### src/rtl/vga_draw_ctrl.sv
// vga_draw_ctrl
//   Drawing controller placed in front of the vga pixel-write port. It
//   arbitrates between single-pixel CPU writes and a full-screen clear
//   engine. The clear engine sweeps every visible pixel in row-major order
//   using a fill colour latched when the clear starts. At most one registered
//   plot per clock is presented on x/y/colour/plot.
//
// Ports
//   clock, reset        rising-edge clock, asynchronous active-high reset
//   pix_valid/ready     CPU pixel handshake; pix_x/pix_y/pix_colour payload
//   pix_drop            1-cycle pulse: accepted pixel was out of range
//   clr_req/clr_colour  clear request (sampled each cycle) and fill colour
//   busy                clear in progress
//   clr_done            1-cycle pulse when a clear completes
//   x, y, colour, plot  registered plot command to the vga block
module vga_draw_ctrl #(
    parameter int COLS = 136,
    parameter int ROWS = 120
) (
    input  logic       clock,
    input  logic       reset,
    input  logic       pix_valid,
    output logic       pix_ready,
    input  logic [7:0] pix_x,
    input  logic [6:0] pix_y,
    input  logic [2:0] pix_colour,
    output logic       pix_drop,
    input  logic       clr_req,
    input  logic [2:0] clr_colour,
    output logic       busy,
    output logic       clr_done,
    output logic [7:0] x,
    output logic [6:0] y,
    output logic [2:0] colour,
    output logic       plot
);

    typedef enum logic {
        IDLE,
        CLEAR
    } state_t;

    localparam logic [7:0] CX_LAST  = 8'(COLS - 1);
    localparam logic [6:0] CY_LAST  = 7'(ROWS - 1);
    localparam logic [8:0] COLS_LIM = 9'(COLS);
    localparam logic [7:0] ROWS_LIM = 8'(ROWS);

    state_t     state_q, state_d;
    logic [7:0] cx_q, cx_d;
    logic [6:0] cy_q, cy_d;
    logic [2:0] fill_q, fill_d;
    logic [7:0] x_q, x_d;
    logic [6:0] y_q, y_d;
    logic [2:0] colour_q, colour_d;
    logic       plot_q, plot_d;
    logic       drop_q, drop_d;
    logic       busy_q, busy_d;
    logic       done_q, done_d;

    logic       handshake;
    logic       in_range;

    assign pix_ready = !busy_q && !clr_req;
    assign handshake = pix_valid && pix_ready;
    assign in_range  = ({1'b0, pix_x} < COLS_LIM) && ({1'b0, pix_y} < ROWS_LIM);

    always_comb begin
        state_d  = state_q;
        cx_d     = cx_q;
        cy_d     = cy_q;
        fill_d   = fill_q;
        x_d      = x_q;
        y_d      = y_q;
        colour_d = colour_q;
        plot_d   = 1'b0;
        drop_d   = 1'b0;
        busy_d   = 1'b0;
        // The FSM returns to IDLE on the edge that registers the last
        // pixel; busy stays high one more cycle while that pixel is
        // presented, and its falling edge produces the done pulse.
        done_d   = busy_q && (state_q == IDLE);

        unique case (state_q)
            IDLE: begin
                if (clr_req) begin
                    state_d = CLEAR;
                    cx_d    = '0;
                    cy_d    = '0;
                    fill_d  = clr_colour;
                    busy_d  = 1'b1;
                end else if (handshake) begin
                    if (in_range) begin
                        plot_d   = 1'b1;
                        x_d      = pix_x;
                        y_d      = pix_y;
                        colour_d = pix_colour;
                    end else begin
                        drop_d = 1'b1;
                    end
                end
            end
            CLEAR: begin
                busy_d   = 1'b1;
                plot_d   = 1'b1;
                x_d      = cx_q;
                y_d      = cy_q;
                colour_d = fill_q;
                if (cx_q == CX_LAST) begin
                    cx_d = '0;
                    if (cy_q == CY_LAST) begin
                        cy_d    = '0;
                        state_d = IDLE;
                    end else begin
                        cy_d = cy_q + 7'd1;
                    end
                end else begin
                    cx_d = cx_q + 8'd1;
                end
            end
            default: state_d = IDLE;
        endcase
    end

    always_ff @(posedge clock or posedge reset) begin
        if (reset) begin
            state_q  <= IDLE;
            cx_q     <= '0;
            cy_q     <= '0;
            fill_q   <= '0;
            x_q      <= '0;
            y_q      <= '0;
            colour_q <= '0;
            plot_q   <= 1'b0;
            drop_q   <= 1'b0;
            busy_q   <= 1'b0;
            done_q   <= 1'b0;
        end else begin
            state_q  <= state_d;
            cx_q     <= cx_d;
            cy_q     <= cy_d;
            fill_q   <= fill_d;
            x_q      <= x_d;
            y_q      <= y_d;
            colour_q <= colour_d;
            plot_q   <= plot_d;
            drop_q   <= drop_d;
            busy_q   <= busy_d;
            done_q   <= done_d;
        end
    end

    assign x        = x_q;
    assign y        = y_q;
    assign colour   = colour_q;
    assign plot     = plot_q;
    assign pix_drop = drop_q;
    assign busy     = busy_q;
    assign clr_done = done_q;

endmodule
### config.mk
export PLATFORM = sky130hd
export DESIGN_NAME = vga_draw_ctrl
export DESIGN_NICKNAME = d
export VERILOG_FILES = /design/src/rtl/vga_draw_ctrl.sv
export SDC_FILE = /design/constraint.sdc
export NUM_CORES = 1
export LEC_CHECK = 0
export BUFFER_PORTS_ARGS = -buffer_cell sky130_fd_sc_hd__buf_2
export CORE_MARGIN = 2
export CORE_UTILIZATION = 35
export CTS_BUF_LIST = sky130_fd_sc_hd__clkbuf_8
export CTS_CLUSTER_DIAMETER = 40
export DETAILED_ROUTE_END_ITERATION = 10
export MAX_ROUTING_LAYER = met4
export PLACE_DENSITY = 0.63
export SLEW_MARGIN = 15
export SYNTH_ARGS = -nofsm -noshare
export SYNTH_HDL_FRONTEND = slang
export SYNTH_SLANG_ARGS = --single-unit
### constraint.sdc
create_clock -name clock -period 1.6 [get_ports clock]
set_input_delay 0.24 -clock clock [delete_from_list [all_inputs] [get_ports clock]]
set_output_delay 0.24 -clock clock [all_outputs]
set_load 0.005 [all_outputs]
# Word-level counts from Yosys, hierarchy flattened

Index checks and enable logic that the tools add are counted.
Widths: inputs -> output; s select.

Register bits after elaboration: 41
Latch bits: 0
Memory bits (writable): 0
Memory bits (read-only): 0
Input bits: 25
Output and inout bits: 23
Logic and storage cells: 64
Memories kept: 0

Add/sub/neg operators: 2
Multipliers: 0
Div/mod/pow operators: 0
Order comparisons: 2
Equal/unequal tests: 7
Shift operators: 0
Multiplexer cells: 32
Bitwise logic cells: 1
Reductions and logical operators: 9

Operators with widths:

| cell                | number |
|---|---|
| $mux 7              | 6 |
| $mux 8              | 5 |
| $pmux 8 s2          | 2 |
| $pmux 7 s2          | 2 |
| $mux 1              | 10 |
| $mux 3              | 3 |
| $add 8x1->8 const B | 1 |
| $eq 8x8->1 const B  | 1 |
| $lt 8x8->1 const B  | 1 |
| $ne 2x2->1 const B  | 4 |
| $add 7x1->7 const B | 1 |
| $eq 7x7->1 const B  | 1 |
| $lt 7x7->1 const B  | 1 |
| $pmux 1 s2          | 3 |
| $pmux 3 s2          | 1 |
| $logic_and 1x1->1   | 4 |
| $reduce_and 2->1    | 2 |
| $reduce_and 3->1    | 1 |
| $logic_not 1->1     | 2 |
| $ne 2x1->1 const B  | 1 |
| $not 1->1           | 1 |

# Logic depth before layout (Yosys ltp)

Gate-level depths: netlist of the first run.

Word-level depth: 6
Depth in mapped cells: 6
Mapped depth without buffers: 5

# Least setup slack after synthesis of the first run

OpenSTA, ideal clock, no wires.

Path type: reg-to-reg
From: register cx_q[0]
To: register cy_q[6]
Library setup time: 0.077 ns
Arrival time: 1.579 ns
Setup slack: -0.057 ns
Cell stages (with the launch flop): 6
Path buffers: 0
Clock period less this slack: 1.657 ns
Cell sequence: dfrtp_1 -> ha_1 -> and2_1 -> nand4_2 -> or4b_1 -> a21oi_1

Word-level cells in the longest chain between the ends: 3

RTL lines:

| element                    | RTL line | source |
|---|---|---|
| from (decl)                | 49       | `logic [7:0] cx_q, cx_d;` |
| from (signal assigned)     | 127      | `cx_q <= '0;` |
| from (signal assigned)     | 139      | `cx_q <= cx_d;` |
| $eq 8x8->1                 | 108      | `if (cx_q == CX_LAST) begin` |
| $ne 2x1->1 (no line)       | -        |  |
| $reduce_and 2->1 (no line) | -        |  |
| to (signal assigned)       | 140      | `cy_q <= cy_d;` |
| to (decl)                  | 50       | `logic [6:0] cy_q, cy_d;` |

No other way between the ends.
A chain may end at the register's enable or synchronous reset.

# Worst setup path after layout of the first run

From: register cx_q[3]
To: register cy_q[3]

Same word-level chain as after synthesis.

==> results_dict.tcl, run 1 <==
set metrics [dict create \
    placed_cell_area_sq_um 2525 \
    slew_headroom 0.6524 \
    core_area_sq_um 5540 \
    syn-num-nets 233 \
    grtUsageMet2 0.2697 \
    cts_tree "done" \
    die_h_microns 79.77 \
    worst_pin_slew_ns 0.5214 \
    dieArea_sq_um 6363 \
    start_kind "flip-flop" \
    clk_latency_ns 0.30 \
    drtIter0Drc 89 \
    ioPinCount 48 \
    min_period_ns 1.633 \
    cp.required_ns 1.83 \
    ys_types 42 \
    fmax_ghz 0.6124 \
    drive_gt1_frac 0.3781 \
    holdBufCountCts 0 \
    antenna_found_initial 0 \
    use_met1 0.2180 \
    min_path_type "in -> async" \
    crit_path_end_kind "flip-flop" \
    crit_chain "nor4_4, nand4_2, buf_6, or4_1, nand2_1" \
    clk_pin_slew_worst_paths_ns 0.08 \
    routedWlPerCell_microns 14.16 \
    die_x_microns 79.77 \
    grt_max_degree 42 \
    ant_nets 0 \
    syn_inst 206 \
    r2r-start "cx_q[3]" \
    synth-async-reset-ratio 1.000 \
    area_growth_pct 36.24 \
    max_cap_violations 0 \
    synth_top_cell_area_share 0.5106 \
    htree_levels 2 \
    drc 0 \
    p_leak_uw 0.001334 \
    ys_seq_area_frac 0.5106 \
    synth_edf_count 0 \
    fin_crit_sh 1.021 \
    r2r_slack_ns -0.03 \
    cts_sinks 41 \
    route.vias.total 1796 \
    num_antenna_cells 0 \
    synthAdderAreaFrac 0.01245 \
    ir_worst_vdd_v 0.0004331 \
    root_buffer "clkbuf_8" \
    synth_compound_area_frac 0.1600 \
    yosys-mux-area-fraction 0.09651 \
    synth_top_cell_by_area "dfrtp_1" \
    drt_wl_total_microns 5026 \
    overflow 0 \
    fin_area_sq_um 2738 \
    yosys_warnings 0 \
    met3_usage 0.03054 \
    place_congestion 0.8198 \
    p_per_area_nw_per_um2 1209 \
    cts_buffers 5 \
    violations "negative setup slack" \
    avgViaCountPerCell 5.059 \
    rows 27 \
    netlist_area_sq_um 2009 \
    setup_viol 1 \
    start_util 0.3627 \
    fillers 526 \
    r2r-end "cy_q[3]" \
    grt_pass1_vias 1721 \
    cp.arrival_ns 1.87 \
    finalMaxSlewViolations 0 \
    dpl.hpwl_microns 3636 \
    worstRegToRegCells 5 \
    path_class "reg -> reg" \
    synthSimpleGateAreaFrac 0.1800 \
    slowest_delay_ns 0.46 \
    grt_pass1_wl_microns 8245 \
    synth_top_family_by_area "simple AND/OR/NAND/NOR gates" \
    synth_ff_type "dfrtp_1" \
    report.final.hold_viol_count 0 \
    finalPower_uw 3310 \
    synth-xor-area-share 0.004359 \
    synth.most_common_cell "dfrtp_1" \
    clock-skew-final_ns 0.008146 \
    tns_ns -0.03288 \
    ys_ff_latch 41 \
    io_buffers 47 \
    cp_max_fo 4 \
    rsz0062_at_grt "true" \
    grt_use_total 0.1690 \
    fin_nets 309 \
    clockBufferDepth 2 \
    status "finished with violations" \
    setup_ws_ns -0.03288 \
    critPathSlowestCell "or4_1" \
    grt-busiest-layer "met2" \
    avgSynthCellArea_sq_um 9.755 \
    synth_commonest_cells "dfrtp_1, nand2_1, o21ai_0, mux2i_1, nor2_1" \
    drtPass1Iterations 4 \
    netlist_top_cells_area "dfrtp_1, mux2i_1, o21ai_0" \
]
[area by class of cell]
type,instances,area [sq um],share of cell area
sequential,41,1027,0.3752
multi-input combinational,149,1012,0.3697
timing repair buffer,80,506.7,0.1851
tap,72,90.09,0.03291
clock buffer,5,68.82,0.02514
inverter,5,18.77,0.006856
clock inverter,3,13.76,0.005027
[registers in the layout, summed over array words and instances (netlist names)]
register  flops
pix_drop      1
clr_done      1
colour        3
plot          1
cy_q          7
busy          1
state_q       1
x             8
y             7
cx_q          8
fill_q        3
[how the worst max path moves through the flow]
stage                     startpoint       to  slack, ns  cells after the start
final                        cx_q[3]  cy_q[3]      -0.03                      5
after global routing         cx_q[3]  cy_q[3]      -0.10                      5
after CTS                    cx_q[3]  cy_q[6]      -0.04                      4
after detailed placement     cx_q[3]  cy_q[6]      -0.02                      4
after global placement       cx_q[3]  cy_q[5]       0.02                      4
after floorplan              cx_q[3]  cy_q[6]      -0.04                      5
[per-layer routing]
metal	wire length (microns)	vias up
met5	0	-
met4	75	0
met3	175	6
met2	2451	39
met1	2324	856
li1	-	895
[critical path, delay by kind of cell, from the launching register on]
kind	cells	cell delay, ns
buffers and inverters	1	0.16
DFF	1	0.44
and+or+nand+nor	4	0.98
[cells by family (layout without fill, tap and decap cells)]
kind of cell    Yosys count  after routing
buf+inv                  16             93
fa+ha+maj                 2              2
xor+xnor                  1              1
mux                      19             19
simple gates             74             74
flops                    41             41
compound gates           53             53
[layout by cell type (no fill, tap or decap), drive strengths merged, types with 2 or more instances in the layout]
cell	instances
nor3	2
nand3	9
mux2i	16
nor4	3
nand2b	2
o21a	2
a21oi	3
a21boi	3
inv	6
nand4	5
buf	80
ha	2
clkbuf	5
nand2	36
mux2	3
o41ai	2
nor2	10
or4	2
o31ai	2
dfrtp	41
a21o	2
clkinv	2
o21ai	30
[what timing repair did]
action	in CTS	in global routing
resized for setup	0	22
pin swaps	2	3
endpoints found under the setup margin	3	8
endpoints found under the hold margin	0	0
setup buffers	1	3
[per-stage QoR]
stage	worst slack, ns	cells	utilization	hold WS (ns)
6_report	-0.03288	355	0.4941	0.06483
5_1_grt	-0.1013	355	0.4941	0.1166
4_1_cts	-0.03506	352	0.4720	0.09294
3_5_place_dp	-0.01636	343	0.4557	0.4101
3_3_place_gp	0.01740	343	0.4557	0.3943
2_1_floorplan	-0.04353	206	-	0.3498
[power by group]
part	switching (uW)	total [uW]	internal, uW
Clock	358	655	296
Combinational	571	1160	592
Sequential	200	1490	1290
Power figures use the tool's default switching activity.
==> inputs of run 2 (changes only) <==
--- a/config.mk
+++ b/config.mk
@@ -6,13 +6,15 @@
 export NUM_CORES = 1
 export LEC_CHECK = 0
 export BUFFER_PORTS_ARGS = -buffer_cell sky130_fd_sc_hd__buf_2
+export CAP_MARGIN = 20
+export CORE_ASPECT_RATIO = 0.6
 export CORE_MARGIN = 2
 export CORE_UTILIZATION = 35
 export CTS_BUF_LIST = sky130_fd_sc_hd__clkbuf_8
 export CTS_CLUSTER_DIAMETER = 40
 export DETAILED_ROUTE_END_ITERATION = 10
 export MAX_ROUTING_LAYER = met4
-export PLACE_DENSITY = 0.63
+export PLACE_DENSITY = 0.61
 export SLEW_MARGIN = 15
 export SYNTH_ARGS = -nofsm -noshare
 export SYNTH_HDL_FRONTEND = slang
==> constraint.sdc (replaced) <==
create_clock -name clock -period 1.84 [get_ports clock]
set_input_delay 0.276 -clock clock [delete_from_list [all_inputs] [get_ports clock]]
set_output_delay 0.276 -clock clock [all_outputs]
set_load 0.005 [all_outputs]
==> run 2 against run 1 <==
The flow now finishes without violations. First-iteration DRC count rose by 2.2%. Maximum frequency fell by 6.1%. Non-clock buffer count fell by 15. Global-route usage barely moved. Power fell by 18%. Register-to-register slack improved by 0.13 ns. Routed wire length fell by 1.3%. Worst hold slack improved by 0.023 ns. Critical path type unchanged.
==> results_dict.tcl, run 2 (synthesized netlist as in run 1, its figures left out) <==
set metrics [dict create \
    status "complete, no violations" \
    setup_viol 0 \
    fin_crit_sh 0.9446 \
    start_kind "flip-flop" \
    htree_levels 2 \
    cts_buffers 5 \
    cts_sinks 41 \
    fin_area_sq_um 2526 \
    dieArea_sq_um 6383 \
    worstRegToRegCells 4 \
    fin_nets 294 \
    r2r-end "cy_q[6]" \
    grt_pass1_vias 1701 \
    root_buffer "clkbuf_8" \
    slew_headroom 0.6598 \
    route.vias.total 1739 \
    ant_nets 0 \
    cp_max_fo 6 \
    ioPinCount 48 \
    startpoint "cx_q[6]" \
    drtPass1Iterations 4 \
    io_buffers 47 \
    drc 0 \
    worstSetupEndpoint "cy_q[6]" \
    min_period_ns 1.738 \
    p_leak_uw 0.001231 \
    drt_wl_total_microns 4959 \
    final_common_cell "buf_2" \
    holdBufCountCts 0 \
    cp.required_ns 2.06 \
    worst_pin_slew_ns 0.5104 \
    place_congestion 0.8770 \
    start_util 0.3607 \
    routedWlPerCell_microns 14.25 \
    placed_cell_area_sq_um 2426 \
    finalPower_uw 2701 \
    fmax_ghz 0.5754 \
    ir_worst_vdd_v 0.0004361 \
    path_class "reg -> reg" \
    p_per_area_nw_per_um2 1069 \
    clk_latency_ns 0.30 \
    core_area_sq_um 5570 \
    drtIter0Drc 91 \
    rows 21 \
    num_antenna_cells 0 \
    drive_gt1_frac 0.2985 \
    r2r-start "cx_q[6]" \
    clockBufferDepth 2 \
    holdWs_ns 0.08824 \
    max_cap_violations 0 \
    clk_pin_slew_worst_paths_ns 0.08 \
    rsz0062_at_grt "false" \
    clock-skew-final_ns 0.008279 \
    cp.arrival_ns 1.96 \
    area_growth_pct 25.72 \
    crit_path_end_kind "flip-flop" \
    antenna_found_initial 0 \
    die_x_microns 101.8 \
    dpl.hpwl_microns 3699 \
    avgViaCountPerCell 4.997 \
    overflow 0 \
    cts_tree "done" \
    grt_use_total 0.1686 \
    tns_ns 0 \
    finalMaxSlewViolations 0 \
    final_cell_mix "buf_2, dfrtp_1, nand2_1, o21ai_0, buf_4" \
    min_path_type "in -> async" \
    r2r_slack_ns 0.10 \
    die_h_microns 62.69 \
    grt_pass1_wl_microns 8231 \
    report.final.hold_viol_count 0 \
    grt_max_degree 42 \
]
-- run 2: how the worst min path moves through the flow --
stage                  from  endpoint  slack, ns
CTS                   reset      y[1]       0.12
global route          reset      y[1]       0.15
global placement      reset      y[1]       0.44
floorplan           clr_req      busy       0.39
detailed placement    reset      y[2]       0.44
finish                reset      y[2]       0.09
-- run 2: power breakdown --
group | total (uW) | switching, uW | internal, uW
Combinational | 764 | 373 | 391
Sequential | 1350 | 221 | 1120
Clock | 592 | 330 | 262
Total | 2700 | 924 | 1780
-- run 2: area by class of cell --
type                    count  area (sq um)
fillers                   562          3044
clock buffers               5         68.82
flip-flops and latches     41          1027
inverters                   5         18.77
repair buffers             65         370.4
well taps                  80         100.1
multi-input cells         149         922.1
clock inverters             3         18.77
-- run 2: per-layer routing --
| layer | global-route usage | wire length, microns | vias to the layer above |
|---|---|---|---|
| met5 | - | 0 | - |
| met4 | 0.03667 | 29 | 0 |
| met3 | 0.04474 | 284 | 7 |
| met2 | 0.2286 | 2081 | 49 |
| met1 | 0.2512 | 2564 | 824 |
| li1 | - | - | 859 |
-- run 2: worst max-delay path: stages (launching register included) --
cell     delay [ns]
dfrtp_1        0.47
nor4_4         0.36
nand4_2        0.19
or4b_1         0.50
a21oi_1        0.15
-- run 2: metrics by stage --
stage	setup WS [ns]	instances	utilization
2_1_floorplan	0.1833	206	-
3_3_place_gp	0.1272	339	0.4355
3_5_place_dp	0.05535	339	0.4355
4_1_cts	0.04440	347	0.4513
5_1_grt	0.01155	348	0.4535
6_report	0.1019	348	0.4535
-- run 2: timing repair --
item                                    CTS  global route
gates resized for setup                   0             2
setup buffers                             0             1
endpoints found under the setup margin    0             4
==> inputs of run 3 (changes only) <==
--- a/config.mk
+++ b/config.mk
@@ -15,6 +15,7 @@
 export DETAILED_ROUTE_END_ITERATION = 10
 export MAX_ROUTING_LAYER = met4
 export PLACE_DENSITY = 0.61
+export RECOVER_POWER = 50
 export SLEW_MARGIN = 15
 export SYNTH_ARGS = -nofsm -noshare
 export SYNTH_HDL_FRONTEND = slang
==> run 3 against run 2 <==
Register-to-register slack about the same. Largest power group unchanged. Sequential share of layout area up 0.12 points. Flip-flop and latch count unchanged. Combinational power fell by 1%. Sequential power is essentially flat. Worst hold slack gained 0.12 ns. Count of clock-buffer cells in the layout stayed put. Via count increased by 0.46%. Core utilization fell by 0.13 points. Clock power hardly changed. Global-route usage is the same.
==> results_dict.tcl, run 3 (synthesized netlist as in run 1, its figures left out) <==
set metrics [dict create \
    status "complete, no violations" \
    ioPinCount 48 \
    setup_ws_ns 0.1018 \
    cp.arrival_ns 1.96 \
    critPathSlowestCell "or4b_1" \
    htree_levels 2 \
    dpl.hpwl_microns 3699 \
    grt_pass1_vias 1701 \
    cts_buffers 5 \
    rows 21 \
    ant_nets 0 \
    path_class "reg -> reg" \
    cts_sinks 41 \
    dieArea_sq_um 6383 \
    core_area_sq_um 5570 \
    die_x_microns 101.8 \
    drc 0 \
    r2r-start "cx_q[6]" \
    cp.required_ns 2.06 \
    clock-skew-final_ns 0.008298 \
    p_leak_uw 0.001218 \
    grt_pass1_wl_microns 8231 \
    clk_latency_ns 0.30 \
    start_util 0.3607 \
    finalMaxSlewViolations 0 \
    drtIter0Drc 91 \
    slowest_delay_ns 0.50 \
    antenna_found_initial 0 \
    setup_viol 0 \
    startpoint "cx_q[6]" \
    grt_use_total 0.1686 \
    start_kind "flip-flop" \
    p_per_area_nw_per_um2 1068 \
    worst_pin_slew_ns 1.002 \
    avgViaCountPerCell 5.020 \
    drive_gt1_frac 0.2836 \
    fin_crit_sh 0.9447 \
    dpl_worst_slack_ns 0.05535 \
    route.vias.total 1747 \
    max_cap_violations 0 \
    worstHoldStart "clr_colour[1]" \
    clockBufferDepth 2 \
    routedWlPerCell_microns 14.24 \
    cts_tree "done" \
    final_cell_mix "buf_2, dfrtp_1, nand2_1, o21ai_0, buf_4" \
    area_growth_pct 25.34 \
    drt_wl_total_microns 4957 \
    io_buffers 47 \
    min_path_type "in -> reg" \
    tns_ns 0 \
    crit_path_end_kind "flip-flop" \
    root_buffer "clkbuf_8" \
    fillers 564 \
    report.final.hold_viol_count 0 \
    die_h_microns 62.69 \
    fin_util 0.4522 \
    slew_headroom 0.3323 \
    cp_max_fo 6 \
    rsz0062_at_grt "false" \
    num_antenna_cells 0 \
    fmax_ghz 0.5753 \
    fin_nets 294 \
    overflow 0 \
    crit_chain "nor4_4, nand4_2, or4b_1, a21oi_1" \
    ir_worst_vdd_v 0.0004364 \
    min_period_ns 1.738 \
    clk_pin_slew_worst_paths_ns 0.09 \
    place_congestion 0.8770 \
    grt_max_degree 42 \
    final_common_cell "buf_2" \
    drtPass1Iterations 4 \
]
[run 3: cell types whose count changed in the layout (fill, tap and decap cells not counted)]
| cell | previous run | this run |
|---|---|---|
| clkbuf_1 | 0 | 4 |
| buf_2 | 47 | 43 |
| buf_4 | 18 | 17 |
| clkbuf_2 | 0 | 1 |
[run 3: area by class of cell]
cell class                 count  area, sq um  area share
sequential                    41         1027      0.4079
clock buffer                   5        68.82     0.02732
tap                           80        100.1     0.03974
inverter                       5        18.77    0.007452
timing repair buffer          65        362.8      0.1441
clock inverter                 3        18.77    0.007452
multi-input combinational    149        922.1      0.3661
[run 3: worst max-delay path, delay by kind of cell, from the launching register on]
kind	cells	cell delay, ns
compound gates	1	0.15
flops	1	0.47
simple gates	3	1.05
[run 3: repair_timing]
| item | in CTS | in global routing |
|---|---|---|
| hold buffers | 0 | 0 |
| resized for setup | 0 | 2 |
| endpoints found under the setup margin | 0 | 4 |
| endpoints found under the hold margin | 0 | 0 |
| setup buffers | 0 | 1 |
[run 3: metal layers]
layer / vias up / GRT usage / routed length, microns
li1: 859 / - / -
met1: 824 / 0.2512 / 2531
met2: 57 / 0.2286 / 2078
met3: 7 / 0.04474 / 317
met4: 0 / 0.03667 / 29
met5: - / - / 0
[run 3: where the power goes]
group          internal [uW]  leakage, uW  total [uW]  switching, uW
Clock                    262    0.0000416         592            329
Combinational            380     0.000705         753            373
Sequential              1120     0.000471        1350            222
Total                   1770      0.00122        2690            925
[run 3: path summary, 6_finish.rpt]
kind,end,slack [ns],cells past startpoint
worst min-delay path,fill_q[1],0.21,2
worst max-delay path,cy_q[6],0.10,4
min in group asynchronous,y[2],0.28,3
worst max register to register,cy_q[6],0.10,4
max in group asynchronous,cx_q[3],0.90,3
worst min register to register,x[7],0.48,2
[run 3: metrics by stage]
stage                     instance area, sq um  total power [uW]  cells  hold slack, ns
after CTS                                 2514              2692    347          0.1167
after global routing                      2519              2887    348          0.2036
after detailed placement                  2426              2107    339          0.4364
after global placement                    2426              2072    339          0.4366
final                                     2519              2690    348          0.2087
after floorplan                           2009              1772    206          0.3858
